### src/rtl/imem_loader.sv
// -----------------------------------------------------------------------------
// imem_loader
//
// Streams a program image byte by byte into an instruction memory while the
// CPU is held in reset. A frame is: one count byte (N-1, so 1..256 words),
// then three bytes per word, least significant first. The third byte only
// contributes its low nibble, giving a 20-bit instruction word. Each
// assembled word is written one cycle after its last byte arrives.
//
// Optional feature: define IMEM_LOADER_CHECKSUM_EN to append a checksum byte
// to the frame. It must equal the XOR of the count byte and all payload
// bytes; a mismatch raises error. Without the macro, error is tied to 0.
//
// Ports:
//   clk        rising-edge clock
//   rst        asynchronous active-high reset
//   start      single-cycle pulse that begins a frame (ignored while busy)
//   in_data    byte of the incoming load stream
//   in_valid   in_data is valid
//   in_ready   loader accepts in_data this cycle
//   mem_we     instruction-memory write strobe
//   mem_addr   write address (holds its value between writes)
//   mem_wdata  write data (holds its value between writes)
//   busy       frame in progress
//   done       frame completed; CPU may leave reset
//   error      checksum mismatch (0 when the checksum option is absent)
// -----------------------------------------------------------------------------
module imem_loader #(
    parameter int DATA_WIDTH    = 20,
    parameter int ADDRESS_WIDTH = 8,
    parameter int MEM_SIZE      = 256
) (
    input  logic                     clk,
    input  logic                     rst,
    input  logic                     start,
    input  logic [7:0]               in_data,
    input  logic                     in_valid,
    output logic                     in_ready,
    output logic                     mem_we,
    output logic [ADDRESS_WIDTH-1:0] mem_addr,
    output logic [DATA_WIDTH-1:0]    mem_wdata,
    output logic                     busy,
    output logic                     done,
    output logic                     error
);

    localparam int unsigned LAST_IDX = MEM_SIZE - 1;

    typedef enum logic [2:0] {
        IDLE,
        COUNT,
        B0,
        B1,
        B2,
        WRITE,
        CHECK,
        DONE
    } state_t;

    state_t                   state;
    state_t                   state_next;
    logic                     xfer;
    logic [ADDRESS_WIDTH-1:0] index;
    logic [ADDRESS_WIDTH-1:0] last_idx;
    logic [7:0]               byte0;
    logic [7:0]               byte1;

    assign xfer = in_valid & in_ready;

    // ---------------------------------------------------------------- state
    always_ff @(posedge clk or posedge rst) begin
        if (rst) begin
            state <= IDLE;
        end else begin
            state <= state_next;
        end
    end

    // ----------------------------------------------------------- next state
    always_comb begin
        state_next = state;
        case (state)
            IDLE, DONE: if (start) state_next = COUNT;
            COUNT:      if (xfer)  state_next = B0;
            B0:         if (xfer)  state_next = B1;
            B1:         if (xfer)  state_next = B2;
            B2:         if (xfer)  state_next = WRITE;
            WRITE: begin
                if (index < last_idx) begin
                    state_next = B0;
                end else begin
`ifdef IMEM_LOADER_CHECKSUM_EN
                    state_next = CHECK;
`else
                    state_next = DONE;
`endif
                end
            end
`ifdef IMEM_LOADER_CHECKSUM_EN
            CHECK:      if (xfer)  state_next = DONE;
`endif
            default:    state_next = IDLE;
        endcase
    end

    // -------------------------------------------------------------- outputs
    always_comb begin
        in_ready = 1'b0;
        mem_we   = 1'b0;
        busy     = 1'b0;
        done     = 1'b0;
        case (state)
            COUNT, B0, B1, B2: begin
                in_ready = 1'b1;
                busy     = 1'b1;
            end
            WRITE: begin
                mem_we = 1'b1;
                busy   = 1'b1;
            end
`ifdef IMEM_LOADER_CHECKSUM_EN
            CHECK: begin
                in_ready = 1'b1;
                busy     = 1'b1;
            end
`endif
            DONE:    done = 1'b1;
            default: ;
        endcase
    end

    // ------------------------------------------------------------- datapath
    // The write port registers are loaded on the third byte so that they are
    // already valid during WRITE and simply hold afterwards.
    always_ff @(posedge clk or posedge rst) begin
        if (rst) begin
            index     <= '0;
            last_idx  <= '0;
            byte0     <= '0;
            byte1     <= '0;
            mem_addr  <= '0;
            mem_wdata <= '0;
        end else begin
            case (state)
                COUNT: begin
                    if (xfer) begin
                        index <= '0;
                        // Frames longer than the memory are truncated.
                        if (32'(in_data) > LAST_IDX) begin
                            last_idx <= ADDRESS_WIDTH'(LAST_IDX);
                        end else begin
                            last_idx <= ADDRESS_WIDTH'(in_data);
                        end
                    end
                end
                B0: if (xfer) byte0 <= in_data;
                B1: if (xfer) byte1 <= in_data;
                B2: begin
                    if (xfer) begin
                        mem_addr  <= index;
                        mem_wdata <= DATA_WIDTH'({in_data[3:0], byte1, byte0});
                    end
                end
                WRITE: if (index < last_idx) index <= index + 1'b1;
                default: ;
            endcase
        end
    end

`ifdef IMEM_LOADER_CHECKSUM_EN
    logic [7:0] csum;

    always_ff @(posedge clk or posedge rst) begin
        if (rst) begin
            csum  <= '0;
            error <= 1'b0;
        end else begin
            case (state)
                IDLE, DONE: if (start) error <= 1'b0;
                COUNT:      if (xfer)  csum <= in_data;
                B0, B1, B2: if (xfer)  csum <= csum ^ in_data;
                CHECK:      if (xfer)  error <= (in_data != csum);
                default: ;
            endcase
        end
    end
`else
    assign error = 1'b0;
`endif

endmodule

### config.mk
export PLATFORM = sky130hd
export DESIGN_NAME = imem_loader
export DESIGN_NICKNAME = d
export VERILOG_FILES = /design/src/rtl/imem_loader.sv
export SDC_FILE = /design/constraint.sdc
export NUM_CORES = 1
export LEC_CHECK = 0
export CAP_MARGIN = 20
export CELL_PAD_IN_SITES_DETAIL_PLACEMENT = 1
export CELL_PAD_IN_SITES_GLOBAL_PLACEMENT = 2
export CORE_MARGIN = 3
export CORE_UTILIZATION = 35
export CTS_CLUSTER_SIZE = 16
export DETAILED_ROUTE_END_ITERATION = 10
export PLACE_DENSITY_LB_ADDON = 0.1
export SYNTH_ARGS = -nofsm -noshare
export SYNTH_HDL_FRONTEND = slang
export SYNTH_SLANG_ARGS = --single-unit
### constraint.sdc
create_clock -name clk -period 2.6 [get_ports clk]
set_input_delay 0.39 -clock clk [delete_from_list [all_inputs] [get_ports clk]]
set_output_delay 0.39 -clock clk [all_outputs]
set_load 0.005 [all_outputs]
### After elaboration in Yosys (flattened, before gate mapping)

Index checks and enable logic that the tools add are counted.

* logic and storage cells: 47
* input bits: 12
* bits in registers: 63
* output and inout port bits: 33

* reductions and logical operators: 11
* bitwise operators: 1
* equality and inequality tests: 12
* multiplexer cells: 14
* add/subtract/negate cells: 1
* $lt $le $gt $ge: 1

Operators with widths (count)
* $mux 3: 6
* $pmux 3 s6: 1
* $mux 8: 2
* $pmux 8 s2: 1
* $ne 2x2->1 const B: 6
* $eq 3x3->1 const B: 3
* $add 8x1->8 const B: 1
* $lt 8x8->1: 1
* $reduce_and 2->1: 4
* $eq 3x2->1 const B: 2
* $reduce_and 5->1: 1
* $reduce_or 5->1: 1
* $mux 1: 4
* $reduce_or 4->1: 1
* $eq 3x1->1 const B: 1
* $logic_not 3->1: 1
* $reduce_and 3->1: 1
* $reduce_bool 2->1: 1
* $reduce_or 2->1: 1
* $and 1x1->1: 1

### Depth between registers and ports, before layout

Gate-level depths: netlist of run 1.

* depth in word-level cells: 6
* mapped depth: 8

### Worst setup path after synthesis of run 1

No wires, ideal clock.

* path kind: register to register
* from: register index[1]
* to: register index[6]
* buffers on the path: 1
* clock period less this slack: 2140 ps
* arrival time: 2063 ps
* stages on the path, launching flop included: 8
* library setup time: 78 ps
* path slack: 460 ps
* data required time: 2522 ps
* cells stage by stage: dfrtp_1 ha_1 or4_4 a21oi_2 nor3_2 buf_6 or4_1 a21oi_1

* longest elaborated chain between the ends: 3
* elaborated cells on any way between the ends: 6
* those cells by class: 1 x add/sub; 1 x order compare; 1 x eq/ne; 2 x mux; 1 x reduce/logical

RTL lines
* from (decl): line 63 `logic [ADDRESS_WIDTH-1:0] index;`
* from (signal assigned): line 164 `WRITE: if (index < last_idx) index <= index + 1'b1;`
* $add 8x1->8 or $lt 8x8->1 (tied branches): line 164
* $mux 8 or $ne 2x2->1 (tied branches)
* $pmux 8 s2 or $reduce_and 3->1 (tied branches)

Parallel ways exist; a longest one is shown, timed or not. The select of a mux whose other input is x is not followed.
A chain may end at the register's enable or synchronous reset.

### Final worst setup path of run 1

* from: register index[6]
* to: register index[5]

* longest elaborated chain between the ends: 3

RTL lines (line)
* $lt 8x8->1: 164
* $ne 2x2->1 (no line)
* $reduce_and 3->1 (no line)

No other way between the ends.

==> results of run 1 <==
## kinds of logic (layout without fill, tap and decap cells)
| kind of cell | after synthesis | after routing | synth area share, % |
|---|---|---|---|
| AO/OA/AOI/OAI | 35 | 35 | 8.10 |
| adder cells (fa/ha/maj) | 8 | 8 | 3.60 |
| buffers and inverters | 21 | 76 | 3.51 |
| flip-flops | 63 | 63 | 56.7 |
| multiplexers | 45 | 45 | 18.2 |
| other | 1 | 1 | 0.135 |
| AND/OR/NAND/NOR | 49 | 49 | 9.72 |
## power by group through the flow
stage               clock, mW  sequential [mW]  combinational, mW
floorplan                   0             1.62              0.857
global placement            0             1.69               1.49
detailed placement          0             1.70               1.51
CTS                     0.792             1.69               1.52
global route            0.837             1.74               1.66
finish                  0.753             1.68               1.48
## worst paths after layout
| kind | start | end | slack, ns | cells after the start |
|---|---|---|---|---|
| worst max-delay path | index[6] | index[5] | 0.30 | 6 |
| worst min-delay path | rst | index[7] | 0.45 | 3 |
| worst max register to register | index[6] | index[5] | 0.30 | 6 |
| worst min register to register | byte1[0] | byte1[0] | 0.50 | 1 |
| max in group asynchronous | rst | index[3] | 1.88 | 3 |
| min in group clk | byte1[0] | byte1[0] | 0.50 | 1 |
## cells in the mapped netlist (all sizes together), types with 2 or more instances
cell type  count  area, sq um
dfrtp         63         1580
ha             8          100
o21ai         12         60.1
mux2          45          507
or4            6         48.8
buf            6         41.3
nor2           5         18.8
and3           2         12.5
o31ai          5         37.5
nor3           2         15.0
o211ai         3         22.5
a21oi          8         43.8
nand3         11         55.1
inv           11         41.3
a32o           2         20.0
nand2         14         52.6
clkbuf         4         15.0
## layer usage
| layer | wire [microns] | vias to the layer above | global-route usage (%) |
|---|---|---|---|
| li1 | - | 890 | - |
| met1 | 2950 | 974 | 19.7 |
| met3 | 312 | 5 | 5.37 |
| met2 | 2730 | 42 | 21.7 |
| met5 | 0 | - | 0 |
| met4 | 43 | 0 | 3.61 |
## worst min-delay path: cells and delay by family
family   cells  cell delay, ns
buf+inv      3            0.78
## flip-flops by register name, indices dropped and copies added, names as in the netlist
| signal | count |
|---|---|
| state | 3 |
| last_idx | 8 |
| index | 8 |
| mem_wdata | 20 |
| byte1 | 8 |
| byte0 | 8 |
| mem_addr | 8 |
## layout make-up
cell class              instances  area (sq um)  area share, %
clock buffers                  13           159           4.52
clock inverters                 3          17.5          0.499
inverters                      11          41.3           1.18
multi-input cells             138          1110           31.5
flip-flops and latches         63          1580           44.9
well taps                      99           124           3.53
repair buffers                 49           488           13.9
==> impl_metrics.ini, run 1 <==
[cells_and_area]
drive_gt1_share_pct = 25.6
layout_common_cells = dfrtp_1, mux2_2, clkdlybuf4s50_1, nand2_1, o21ai_0
stdcell_area_sq_um = 3510
n_fill_cell = 798
final_common_cell = dfrtp_1
areaGrowthSynthToFinish_pct = 26.3
fin_cells = 376
nets = 292
diodes = 0
finish.utilization_pct = 46.9

[power_and_ir_drop]
swShare_pct = 30.7
seq_power_share_pct = 42.8
intPower_mw = 2.71
p_sw_mw = 1.20
peakVddDrop_uv = 460
total_power_mw = 3.92
clockPowerShare_pct = 19.2
pwr_density_cell_nw_per_um2 = 1110
leakage_nw = 1.55
p_comb_share_pct = 37.9

[critical_path]
cpMostUsedCell = a21oi_1
cpPeakStageDelay_ns = 0.53
arrival_ns = 2.56
cp.required_ns = 2.85
path_delay_family = simple AND/OR/NAND/NOR gates
crit_path_top_delay_cell = or4_1
end_kind = flip-flop
path_cells = ha_1 > a21o_1 > a21oi_1 > nand2_1 > or4_1 > a21oi_1
crit_type = flip-flop to flip-flop
cp_max_fo = 9
crit_buf_inv = 0
worstSetupStartpointType = flip-flop

[timing]
worst_slew_pin_slew_ns = 0.708
fin_skew_ns = 0.00751
min_period_ns = 2.30
fmax_mhz = 434
period_share_pct = 88.6
setup_tns_ns = 0
hold_viol = 0
hold_ws_ns = 0.449
grt_setup_unrepaired = no
drv_slew = 0
slew_headroom_pct = 52.5
setup_viol = 0
setup_ws_ns = 0.295

[global_routing]
grt_max_degree = 64
grt_pass1_vias = 1966
grt.total_usage_pct = 14.4
overflow = 0
grt_pass1_wl_mm = 9.96
antenna_found_initial = 0

[yosys]
synth_area_sq_um = 2780
synth_seq_area_share_pct = 56.7
synthFlopType = dfrtp_1
avgSynthCellArea_sq_um = 12.5
ys_types = 37
yosysWarnings = 0
syn_inst = 222
syn_nets = 242
synth_edf_count = 0
ys_seq_elements = 63
async_flop_share_pct = 100

[route]
wire_per_inst_microns = 16.1
wirelength_mm = 6.04
dr.pass1.iters = 5
viasPerCell = 5.08
drtIter0Drc = 64
via_count = 1911
drc = 0
ant_nets = 0

[cts]
h-tree-depth = 3
cts-root-buf = clkbuf_8
clk_path_buf_depth = 2
post_cts_buffers = 0
cts_sinks = 63
cts_made_buffers = 9
cts_tree = done
clkLatencyLatePin_ns = 0.33
ctsHoldBuffers = 0
clkTransAtPathRegs_ns = 0.07
post_cts_resize_count = 0

[worst_hold_path]
hold_path.class = input port to async pin

[floorplan]
core.rowCount = 31
fp.dieArea_sq_um = 9050
die_y_microns = 95.1
initial_core_util_pct = 37.1
die_w_microns = 95.1
boundaryPins = 45
core_sq_um = 7490

[place]
portBuffers = 43
dpl.cell_count = 360
place_area_sq_um = 3340
pre_cts_ws_ns = 0.344
gp_congestion = 0.739
place_hpwl_mm = 4.18

[job]
max_cap_viol_count = 0

[status]
outcome = completed
Power figures use the tool's default switching activity.
==> run 2: changes to the inputs <==
--- a/config.mk
+++ b/config.mk
@@ -12,6 +12,7 @@
 export CORE_UTILIZATION = 35
 export CTS_CLUSTER_SIZE = 16
 export DETAILED_ROUTE_END_ITERATION = 10
+export GPL_TIMING_DRIVEN = 0
 export PLACE_DENSITY_LB_ADDON = 0.1
 export SYNTH_ARGS = -nofsm -noshare
 export SYNTH_HDL_FRONTEND = slang
==> run 2 against run 1 <==
Die area unchanged; final area up 2.5%; maximum frequency down 3.1%; clock skew down 0.00060 ns.
==> impl_metrics.ini, run 2 (same netlist as run 1, synthesis figures left out) <==
[cells_and_area]
stdcell_area_sq_um = 3600
n_fill_cell = 775
top_register = mem_wdata
fin_cells = 380
largest_reg_flops = 20
areaGrowthSynthToFinish_pct = 29.5
final_common_cell = dfrtp_1
diodes = 0
nets = 297
drive_gt1_share_pct = 25.6
layout_common_cells = dfrtp_1, mux2_2, clkdlybuf4s50_1, nand2_1, o21ai_0

[critical_path]
cp.required_ns = 2.86
r2r_end = index[5]
cpMostUsedCell = a21oi_1
arrival_ns = 2.63
rrSetupSlack_ns = 0.22
crit_type = flip-flop to flip-flop
cpPeakStageDelay_ns = 0.52
end_kind = flip-flop
crit_buf_inv = 0
path_cells = ha_1 > a21o_1 > a21oi_1 > nand2_1 > or4_1 > a21oi_1
path_delay_family = simple AND/OR/NAND/NOR gates
cp_max_fo = 9
worstSetupStartpointType = flip-flop
crit_path_top_delay_cell = or4_1
r2r.worst_path.cells = 6
r2r_start = index[6]

[timing]
slew_headroom_pct = 49.6
drv_slew = 0
setup_ws_ns = 0.222
period_share_pct = 91.5
min_period_ns = 2.38
worst_slew_pin_slew_ns = 0.753
hold_viol = 0
grt_setup_unrepaired = no
fin_skew_ns = 0.00691
setup_viol = 0
setup_tns_ns = 0
fmax_mhz = 420

[cts]
cts_tree = done
h-tree-depth = 3
cts-root-buf = clkbuf_8
cts_sinks = 63
clk_path_buf_depth = 2
ctsHoldBuffers = 0
clkTransAtPathRegs_ns = 0.07
cts_made_buffers = 9
clkLatencyLatePin_ns = 0.34
post_cts_resize_count = 0
post_cts_buffers = 0

[worst_hold_path]
hold_path.class = input port to async pin

[floorplan]
fp.dieArea_sq_um = 9050
boundaryPins = 45
initial_core_util_pct = 37.1
die_y_microns = 95.1
die_w_microns = 95.1
core.rowCount = 31
core_sq_um = 7490

[global_routing]
antenna_found_initial = 0
grt_pass1_vias = 1962
grt_max_degree = 36
grt_pass1_wl_mm = 10.0
overflow = 0
grt.total_usage_pct = 14.9

[route]
viasPerCell = 5.10
drtIter0Drc = 53
ant_nets = 0
wire_per_inst_microns = 16.3
wirelength_mm = 6.18
via_count = 1937
dr.pass1.iters = 3
drc = 0

[place]
pre_cts_ws_ns = 0.203
dpl.cell_count = 365
place_hpwl_mm = 4.41
portBuffers = 43
gp_congestion = 0.706
place_area_sq_um = 3350

[job]
max_cap_viol_count = 0

[power_and_ir_drop]
peakVddDrop_uv = 402
pwr_density_cell_nw_per_um2 = 1170
leakage_nw = 1.59

[status]
outcome = completed
==> run 2: changes by cell type in the layout (fill, tap and decap cells not counted), sizes merged <==
cell / previous run / this run
buf: 6 / 7
bufinv: 0 / 3
clkbuf: 13 / 16
clkinv: 2 / 0
clkinvlp: 1 / 0
==> run 2: final cells by class <==
type,count,area [sq um],area share (%)
Clock buffer,12,155,4.31
Clock inverter,3,90.1,2.50
Inverter,11,41.3,1.15
Tap cell,99,124,3.44
Timing Repair Buffer,44,450,12.5
Sequential cell,63,1580,43.8
Buffer,10,56.3,1.56
Multi-Input combinational cell,138,1110,30.7
==> run 2: layer usage <==
layer | part of all wire, % | vias to the layer above | track usage (%) | wire length (microns)
met4 | 1.1 | 0 | 3.97 | 66
met2 | 46 | 39 | 22.6 | 2840
li1 | - | 905 | - | -
met5 | 0 | - | 0 | 0
met3 | 4.5 | 8 | 5.37 | 279
met1 | 48 | 985 | 20.1 | 3000
==> run 2: worst max path at each step <==
stage / end / depth (start not counted) / slack [ns] / start
floorplan: index[6] / 7 / 0.46 / index[1]
global placement: mem_addr[0] / 2 / -0.60 / rst
detailed placement: last_idx[1] / 6 / 0.20 / in_valid
CTS: index[4] / 6 / 0.22 / index[6]
global route: index[5] / 6 / 0.05 / index[6]
finish: index[5] / 6 / 0.22 / index[6]
==> run 2: report_power, final <==
part | switching (mW) | total (mW) | internal (mW)
combinational | 0.609 | 1.52 | 0.909
sequential | 0.236 | 1.65 | 1.41
clock | 0.365 | 1.05 | 0.685
==> run 2: stage by stage <==
| stage | power (mW) | hold WS (ns) | utilization [%] |
|---|---|---|---|
| after global placement | 3.17 | 0.485 | 44.5 |
| after detailed placement | 3.21 | 0.490 | 44.8 |
| after CTS | 4.30 | 0.491 | 48.1 |
| final | 4.22 | 0.476 | 48.1 |
| after floorplan | 2.48 | 0.474 | - |
| after global routing | 4.53 | 0.521 | 48.1 |
==> run 3: changes to the inputs <==
--- a/config.mk
+++ b/config.mk
@@ -8,7 +8,6 @@
 export CAP_MARGIN = 20
 export CELL_PAD_IN_SITES_DETAIL_PLACEMENT = 1
 export CELL_PAD_IN_SITES_GLOBAL_PLACEMENT = 2
-export CORE_MARGIN = 3
 export CORE_UTILIZATION = 35
 export CTS_CLUSTER_SIZE = 16
 export DETAILED_ROUTE_END_ITERATION = 10
==> run 3 against run 2 <==
Routed wire length is 0.50% lower; non-clock buffer count is the same; via count increased by 0.15%; sequential power about the same; global-route usage grew 1.4 points; critical path depth is 1 higher; first-iteration DRC count shrank 43%; register-to-register slack hardly changed; total power shrank 5.4%; clock power shrank 22%; sequential share of layout area is 0.65 points higher; highest routed layer unchanged.
==> impl_metrics.ini, run 3 (same netlist as run 1, synthesis figures left out) <==
[status]
outcome = completed

[floorplan]
core_sq_um = 7690
die_y_microns = 91.1
core.rowCount = 32
die_w_microns = 91.1
fp.dieArea_sq_um = 8300
boundaryPins = 45
initial_core_util_pct = 36.2

[timing]
drv_slew = 0
worst_slew_pin_slew_ns = 0.770
setup_ws_ns = 0.210
slew_headroom_pct = 48.5
min_period_ns = 2.39
hold_ws_ns = 0.442
hold_viol = 0
setup_viol = 0
period_share_pct = 91.9
grt_setup_unrepaired = no
setup_tns_ns = 0
fin_skew_ns = 0.00676
fmax_mhz = 418

[power_and_ir_drop]
leakage_nw = 1.57
peakVddDrop_uv = 424
pwr_density_cell_nw_per_um2 = 1120
total_power_mw = 3.99

[cts]
post_cts_resize_count = 0
ctsHoldBuffers = 0
cts-root-buf = clkbuf_8
clkLatencyLatePin_ns = 0.33
clkTransAtPathRegs_ns = 0.08
cts_made_buffers = 9
post_cts_buffers = 0
clk_path_buf_depth = 2
h-tree-depth = 3
cts_tree = done
cts_sinks = 63

[global_routing]
grt_pass1_vias = 1985
grt.total_usage_pct = 16.2
overflow = 0
antenna_found_initial = 0
grt_max_degree = 38
grt_pass1_wl_mm = 10.3

[route]
drtIter0Drc = 30
drc = 0
ant_nets = 0
wire_per_inst_microns = 16.0
via_count = 1940
viasPerCell = 5.05
dr.pass1.iters = 4
wirelength_mm = 6.15

[critical_path]
cp-startpoint = index[1]
worstSetupStartpointType = flip-flop
end_kind = flip-flop
cp_max_fo = 10
rrSetupSlack_ns = 0.21
cp.required_ns = 2.85
arrival_ns = 2.64
crit_type = flip-flop to flip-flop
r2r_start = index[1]

[place]
place_hpwl_mm = 4.37
dpl.cell_count = 368
place_area_sq_um = 3360
portBuffers = 43
gp_congestion = 0.745
pre_cts_ws_ns = 0.121

[cells_and_area]
nets = 297
areaGrowthSynthToFinish_pct = 27.6
diodes = 0
stdcell_area_sq_um = 3550
finish.utilization_pct = 46.1
layout_common_cells = dfrtp_1, mux2_2, clkdlybuf4s50_1, nand2_1, o21ai_0
final_common_cell = dfrtp_1
top_register = mem_wdata
fin_cells = 384
largest_reg_flops = 20
drive_gt1_share_pct = 25.9

[job]
max_cap_viol_count = 0

[worst_hold_path]
hold_path.class = input port to async pin
-- run 3: changes by cell type in the layout (fill, tap and decap cells not counted), sizes merged --
cell | previous run | this run
clkinv | 0 | 4
bufinv | 3 | 1
clkbuf | 16 | 14
clkinvlp | 0 | 1
-- run 3: where the power goes --
group | internal (mW) | switching (mW)
clock network | 0.439 | 0.382
registers | 1.41 | 0.235
logic | 0.909 | 0.611
total | 2.76 | 1.23
-- run 3: final cells by class --
type	instances	area (sq um)
clock buffer	10	128
fill	841	4140
clock inverter	6	61.3
tap	102	128
sequential	63	1580
buffer	10	56.3
multi-input combinational	138	1110
inverter	11	41.3
timing repair buffer	44	450
-- run 3: worst paths after layout --
path,endpoint,depth (start not counted)
min in group clk,byte0[6],1
max in group asynchronous,mem_addr[7],3
max,index[6],7
max reg2reg,index[6],7
min,mem_wdata[7],2
min reg2reg,byte0[6],1
-- run 3: layer usage --
layer	track usage [%]	wire length, microns	part of all wire [%]
met1	22.7	3060	50
met2	24.6	2800	45
met3	4.02	228	3.7
met4	5.56	63	1.0
met5	0	0	0
-- run 3: critical path, cell delays in order, from the launching register on --
cell     delay (ns)
dfrtp_1        0.50
ha_1           0.25
or4_4          0.53
a21oi_2        0.15
nor3_2         0.08
buf_6          0.16
or4_1          0.47
a21oi_1        0.17
